**config.mk**
```make
export PLATFORM = sky130hd
export DESIGN_NAME = vm1_timer_resp
export DESIGN_NICKNAME = d
export VERILOG_FILES = /design/src/rtl/vm1_timer_resp.sv
export SDC_FILE = /design/constraint.sdc
export NUM_CORES = 1
export LEC_CHECK = 0
export CELL_PAD_IN_SITES_DETAIL_PLACEMENT = 1
export CELL_PAD_IN_SITES_GLOBAL_PLACEMENT = 1
export CORE_ASPECT_RATIO = 0.5
export CORE_MARGIN = 2
export CORE_UTILIZATION = 53
export DETAILED_ROUTE_END_ITERATION = 8
export DONT_BUFFER_PORTS = 1
export GPL_TIMING_DRIVEN = 0
export PLACE_DENSITY = 0.83
export SLEW_MARGIN = 20
export SYNTH_ARGS = -nofsm -noshare
export SYNTH_HDL_FRONTEND = slang
export SYNTH_SLANG_ARGS = --single-unit
export TNS_END_PERCENT = 50
```
**constraint.sdc**
```tcl
create_clock -name clk -period 3.4 [get_ports clk]
set_clock_uncertainty 0.05 [all_clocks]
set_input_delay 0.34 -clock clk [delete_from_list [all_inputs] [get_ports clk]]
set_output_delay 0.34 -clock clk [all_outputs]
set_load 0.02 [all_outputs]
```
**src/rtl/vm1_timer_resp.sv**
```systemverilog
// vm1_timer_resp: 1801VM1 data-bus responder with a prescaled 16-bit down-counter timer
module vm1_timer_resp #(
    parameter logic [15:0] BASE = 16'o177706
) (
    input  logic        clk,
    input  logic        reset_n,
    input  logic        ce,
    input  logic [15:0] dba,
    input  logic [15:0] dbo,
    input  logic        din,
    input  logic        dout,
    input  logic        wtbt,
    output logic [15:0] dbi_o,
    output logic        rply,
    output logic        irq
);
    localparam logic [15:0] CNT_ADDR = BASE + 16'd2;
    localparam logic [15:0] CTL_ADDR = BASE + 16'd4;
    typedef enum logic {IDLE, ACK} state_t;
    state_t      state;
    logic        rd_act;
    logic [15:0] reload, count, rdata, count_t;
    logic [7:0]  prescaler;
    logic [1:0]  ps;
    logic        run, oneshot, ie, exp;
    logic        sel_rld, sel_cnt, sel_ctl, hit, start, wr, we_lo, we_hi, wr_ctl;
    logic        tick, zero, run_t, exp_set, load;
    assign sel_rld = dba[15:1] == BASE[15:1];
    assign sel_cnt = dba[15:1] == CNT_ADDR[15:1];
    assign sel_ctl = dba[15:1] == CTL_ADDR[15:1];
    assign hit     = sel_rld | sel_cnt | sel_ctl;
    assign start   = ce && state == IDLE && hit && (din ^ dout);
    assign wr      = start && dout;
    assign we_lo   = !wtbt || !dba[0];
    assign we_hi   = !wtbt || dba[0];
    assign wr_ctl  = wr && sel_ctl && we_lo;
    assign rdata   = sel_rld ? reload : sel_cnt ? count : {8'h00, exp, 2'b00, ps, ie, oneshot, run};
    assign irq     = ie & exp;
    assign tick    = run && (ps == 2'b00 || (ps == 2'b01 && &prescaler[3:0]) ||
                     (ps == 2'b10 && &prescaler[5:0]) || (ps == 2'b11 && &prescaler));
    assign zero    = count == 16'd0;
    assign count_t = !tick ? count : !zero ? count - 16'd1 : oneshot ? count : reload;
    assign run_t   = run && !(tick && zero && oneshot);
    assign exp_set = tick && zero;
    // a RUN=1 write reloads whenever the timer would otherwise be stopped after this cycle
    assign load    = wr_ctl && dbo[0] && !run_t;
    always_ff @(posedge clk or negedge reset_n) begin
        if (!reset_n) begin
            state  <= IDLE;
            rd_act <= 1'b0;
            rply   <= 1'b0;
            dbi_o  <= 16'h0000;
        end else if (ce) begin
            if (state == IDLE) begin
                if (start) begin
                    state  <= ACK;
                    rd_act <= din;
                    rply   <= 1'b1;
                    dbi_o  <= din ? rdata : 16'h0000;
                end
            end else if (!(rd_act ? din : dout)) begin
                state <= IDLE;
                rply  <= 1'b0;
                dbi_o <= 16'h0000;
            end
        end
    end
    always_ff @(posedge clk or negedge reset_n) begin
        if (!reset_n) begin
            reload    <= 16'h0000;
            count     <= 16'h0000;
            prescaler <= 8'h00;
            ps        <= 2'b00;
            run       <= 1'b0;
            oneshot   <= 1'b0;
            ie        <= 1'b0;
            exp       <= 1'b0;
        end else if (ce) begin
            prescaler <= load ? 8'h00 : run ? prescaler + 8'd1 : prescaler;
            count     <= load ? reload : count_t;
            run       <= wr_ctl ? dbo[0] : run_t;
            exp       <= exp_set || (exp && !(wr_ctl && !dbo[7]));
            if (wr_ctl) {ps, ie, oneshot} <= dbo[4:1];
            if (wr && sel_rld && we_lo) reload[7:0] <= dbo[7:0];
            if (wr && sel_rld && we_hi) reload[15:8] <= dbo[15:8];
        end
    end
endmodule

```
Word level (Yosys, flattened, before mapping)

Index checks and enable logic that the tools add are counted.

Register bits: 65
Latch bits: 0
Memory bits (writable): 0
Bits in read-only memories: 0
Input port bits: 38
Output and inout bits: 18
Word-level logic and storage cells: 95
Memories kept: 0

Add/subtract/negate cells: 2
$mul: 0
Div/mod/pow operators: 0
$lt $le $gt $ge: 0
Eq/ne operators: 8
Shift operators: 0
Muxes and demuxes: 20
Bitwise gates (word level): 5
Reduce and logical (&&, ||, !) cells: 47

Operator list:

| cell                                               | count |
|---|---|
| 2-to-1 mux 16 bit                                  | 10 |
| == test 15 bit, second input constant              | 3 |
| logical AND 1 bit                                  | 20 |
| logical NOT 16 bit                                 | 1 |
| 2-to-1 mux 8 bit                                   | 2 |
| subtractor 16 x 1 -> 16 bit, second input constant | 1 |
| AND reduction 3 bit                                | 3 |
| adder 8 x 1 -> 8 bit, second input constant        | 1 |
| 2-to-1 mux 1 bit                                   | 8 |
| AND reduction 2 bit                                | 4 |
| AND reduction 8 bit                                | 1 |
| logical NOT 1 bit                                  | 6 |
| logical OR 1 bit                                   | 6 |
| AND reduction 6 bit                                | 1 |
| nonzero test 2 bit                                 | 3 |
| == test 2 bit, second input constant               | 2 |
| AND reduction 4 bit                                | 1 |
| != test 3 x 2 -> 1 bit, second input constant      | 1 |
| == test 2 x 1 -> 1 bit, second input constant      | 1 |
| logical NOT 2 bit                                  | 1 |
| != test 2 bit, second input constant               | 1 |
| OR 1 bit                                           | 2 |
| AND 1 bit                                          | 1 |
| NOT 1 bit                                          | 1 |
| XOR 1 bit                                          | 1 |

Depth between registers and ports, before layout

Word-level depth: 14
Depth in mapped cells: 10
Gate-level depth less buffers: 8

Worst setup path before layout

OpenSTA, ideal clock, no wires.

Kind: input to register
Start point: in dba[5]
End point: reg reload[0]
Library setup time: 0.125 ns
Data arrival time: 2.189 ns
Data required time: 3.225 ns
Setup slack: 1.036 ns
Stages on the path: 6
Buffers on the path: 0
Path through: nand4b_1 > or3_1 > nor3_1 > nand3_4 > a21oi_4 > mux2_4

Cells in the longest elaborated chain, start to end: 9
Elaborated cells on any way between the ends: 11
Classes of those cells: 3 x eq/ne; 2 x bitwise; 6 x reduce/logical

Ends and longest elaborated chain:

| what                                     | line   | text |
|---|---|---|
| start, declared                          | 8      | `input logic [15:0] dba,` |
| == test 15 bit, on equally long branches | 28, 29 |  |
| OR 1 bit (2 in series)                   | 31     | `assign hit = sel_rld \| sel_cnt \| sel_ctl;` |
| logical AND 1 bit (2 in series)          | 32     | `assign start = ce && state == IDLE && hit && (din ^ dout);` |
| logical AND 1 bit                        | 33     | `assign wr = start && dout;` |
| logical AND 1 bit (*) (2 in series)      | 84     | `if (wr && sel_rld && we_lo) reload[7:0] <= dbo[7:0];` |
| AND reduction 2 bit (no source line) (*) | n/a    |  |
| end signal, assigned                     | 84     |  |
| end, declared                            | 22     | `logic [15:0] reload, count, rdata, count_t;` |

Mark *: on every way between the ends. The rest lies on a longest branch, timed or not.
A chain may end at the register's enable or synchronous reset.

Worst setup path in the final report

Start point: reg count[0]
End point: reg count[14]

Cells in the longest elaborated chain, start to end: 9
Elaborated cells on any way between the ends: 14
Classes of those cells: 1 x add/sub; 1 x eq/ne; 3 x mux; 9 x reduce/logical

Ends and longest elaborated chain:

| what                                                                                | line | text |
|---|---|---|
| start, declared                                                                     | 22   |  |
| start signal, assigned                                                              | 80   | `count <= load ? reload : count_t;` |
| parallel branches: the longest is 9 deep, another holds subtractor 16 x 1 -> 16 bit | n/a  |  |

Parallel ways; which one is timed is not known. The select of a mux whose other input is x is not followed.

==> summary.txt <==
Worst setup path
  – Type of destination of the critical path: flop
  – Worst R2R End: count[14]$_DFFE_PN0P_
  – Crit-path max cell delay: 0.65 ns
  – Slowest stage cell, crit path: nor2_1
  – Cells along the critical path: inv_1 -> ha_1 -> nor4b_1 -> and4_1 -> a21o_1 -> a21oi_1 -> buf_2 -> nor2_1 -> o21ai_0
  – Startpoint types: flop
  – WS Path Type: flop to flop
  – Largest fanout on the critical path: 10
  – Reg2reg path depth: 9
  – FF-to-FF Start: count[0]$_DFFE_PN0P_
  – Data required time of the worst path: 3.52 ns
  – Setup slack, reg-to-reg: 0.40 ns
  – Worst EP arrival: 3.12 ns

Min path
  – Worst min-delay path startpoint: dbo[14]
  – Hold crit path type: input pin to flop
  – Worst Hold Path EP: reload[14]$_DFFE_PN0P_
  – WHS Path Cells: 1

Finish
  – ANT cells: 0
  – Multi-input logic area: 1940 µm²
  – Final core occ: 0.620
  – P&R area growth vs syn: 12.3%
  – Sequential Area: 1630 µm²
  – Share of layout cells above drive strength 1: 0.163
  – Layout net count: 417
  – Filler instances: 727

Routing
  – Iteration-0 DRC Markers: 199
  – Routed wire per std cell: 23.1 µm
  – WL final: 10900 µm
  – Pre-antenna DRT Iters: 4
  – Vias per inst: 6.58
  – Vias: 3105
  – DRC: 0
  – Final ANT Viol Nets: 0

Run status
  – Status: finished, final reports clean

STA
  – Worst Tran Pin Value: 0.815 ns
  – Period Utilization, post-route: 0.883
  – Final Hold Fails: 0
  – Min Tclk post-route: 3.00 ns
  – Final setup violation count: 0
  – Setup ws final: 0.399 ns
  – F_max: 333 MHz
  – RSZ-0062 raised after global routing: false
  – Relative slew slack: 0.452
  – Setup TNS: 0 ns
  – Slew Limit Fails: 0

Global routing
  – Global-route wire length before repair: 17800 µm
  – Total global routing overflow: 0
  – Vias in the first global route: 3292
  – Initial antenna violation count: 0
  – GRT Util Overall: 0.302
  – Pin count of the biggest net entering global routing: 66

Clock tree
  – CTS H-tree lvls: 3
  – CTS Buffer Depth: 2
  – Later-pin clock latency in the skew report: 0.33 ns
  – Root buf cell: clkbuf_16
  – Post-CTS setup repair buffer count: 0
  – CTS Sinks: 65
  – CTS buffer count: 9
  – CTS tree: built
  – Clock slew at reported path FFs: 0.05 ns

Pwr
  – Peak supply drop: 0.254 mV
  – Pwr dens: 417 nW/µm²
  – Pleak: 1.73 nW

Floorplan
  – Core ar.: 6750 µm²
  – Io pins: 56
  – Die Y: 63.3 µm
  – Cell Rows: 21
  – Initial cell density of the core: 0.552
  – Die width: 123 µm
  – Die ar.: 7760 µm²

Synth
  – Cell count after synthesis: 363
  – Top-count cell post-synth: dfrtp_1
  – Synth top cells by count: dfrtp_1 (65), nor2_1 (26), o2bb2ai_1 (21), a21oi_1 (19)
  – Register area share after synthesis: 0.437
  – Mapped Area: 3720 µm²
  – Average cell area after synthesis: 10.3 µm²
  – Post-synthesis cell type with the largest combined area: dfrtp_1
  – Top cells by area, synth: dfrtp_1 (44%), mux2_4 (6.4%), o2bb2ai_1 (4.9%), nor2_1 (2.6%), a21oi_1 (2.6%)
  – Dominant synthesized flop cell: dfrtp_1
  – Synth cell types: 63
  – Share of the synthesized area in the top cell type: 0.437
  – Synth warn: 0
  – Number of flops mapped to enable cells by yosys: 0
  – Asr flop ratio synth: 1.00
  – Syn Nets: 404
  – Register bit total from synthesis: 65

Placement
  – Routability cong.: 0.930
  – Port-buffer cells: 0
  – Hpwl dp: 7540 µm
  – Pre-CTS setup slack: 0.516 ns

Job
  – Max-Cap Viols: 0
==> layout make-up <==
cell class | instances | area share
clock inverters | 2 | 0.00897
flip-flops and latches | 65 | 0.389
inverters | 12 | 0.0108
clock buffers | 13 | 0.0622
multi-input cells | 264 | 0.464
plain buffers | 22 | 0.0290
well taps | 92 | 0.0275
repair buffers | 2 | 0.00897
==> what timing repair did <==
action	in CTS	in global routing
hold endpoints to repair	65	0
hold buffers	2	0
gates resized for setup	0	0
==> stage by stage <==
stage          total power [mW]  hold WS (ns)  instances  instance area (µm²)
6_report                   1.74         0.104        472                 4180
4_1_cts                    1.75         0.104        472                 4180
3_3_place_gp              0.803      -0.00431        455                 3840
2_1_floorplan             0.802      -0.00559        363                 3720
3_5_place_dp              0.804      -0.00372        455                 3840
5_1_grt                    1.79         0.100        472                 4180
==> state kept, by name, indices dropped and copies added (netlist names) <==
signal and cells:
count 16, rd_act 1, state 1, reload 16, ps 2, oneshot 1
run 1, rply 1, ie 1, exp 1, dbi_o 16, prescaler 8
==> cell usage in the layout, fill, tap and decap left out, drive strengths merged, types with 2 or more instances in the layout <==
cell and n:
dfrtp 65, nor2 28, clkbuf 24, o2bb2ai 21
a21oi 21, mux2 21, nor3 17, nand2 16
o22ai 14, o21ai 14, inv 12, a22oi 12
nor4 12, buf 12, mux2i 7, nand3 7
nand4 6, xnor2 5, or3 5, nor2b 4
a21o 4, nand2b 4, a22o 4, or2 4
and2 3, or4 3, and4 3, ha 3
a21boi 3, o31ai 3, nand4b 2
==> routing by layer <==
metal / vias to the layer above / GRT usage / part of all wire
met4: 0 / 0.0776 / 0.0095
met1: 1595 / 0.417 / 0.46
met3: 12 / 0.0870 / 0.063
met5: - / 0 / 0
met2: 87 / 0.467 / 0.47
li1: 1411 / - / -
==> cells by family after synthesis <==
family | Yosys count | share of synthesized area
simple gates | 121 | 0.188
compound gates | 107 | 0.210
flops | 65 | 0.437
buf+inv | 34 | 0.0447
mux | 28 | 0.0984
xor+xnor | 5 | 0.0118
fa+ha+maj | 3 | 0.0101
==> critical path: cells and delay by family (launching register included) <==
kind                       cells  cell delay (ns)
adders and majority gates      1             0.18
and+or+nand+nor                3             1.32
buffers and inverters          2             0.35
DFF                            1             0.42
AOI/OAI and AO/OA              3             0.52
==> power breakdown <==
group / total (mW) / leakage (nW) / switching, mW / internal (mW)
registers: 0.775 / 0.882 / 0.000439 / 0.775
logic: 0.0360 / 0.705 / 0.0248 / 0.0112
clock network: 0.932 / 0.142 / 0.328 / 0.604
==> worst max path at each step <==
stage          slack [ns]  cells past startpoint                  start                     to
6_report             0.40                      9   count[0]$_DFFE_PN0P_  count[14]$_DFFE_PN0P_
3_5_place_dp         0.52                      9   count[0]$_DFFE_PN0P_  count[14]$_DFFE_PN0P_
2_1_floorplan        1.04                      6                 dba[5]  reload[0]$_DFFE_PN0P_
5_1_grt              0.17                      9   count[0]$_DFFE_PN0P_  count[14]$_DFFE_PN0P_
4_1_cts              0.43                      9   count[0]$_DFFE_PN0P_  count[14]$_DFFE_PN0P_
3_3_place_gp         0.60                      8  count[12]$_DFFE_PN0P_  count[14]$_DFFE_PN0P_
Note: power is estimated with default switching activity, not from simulation.
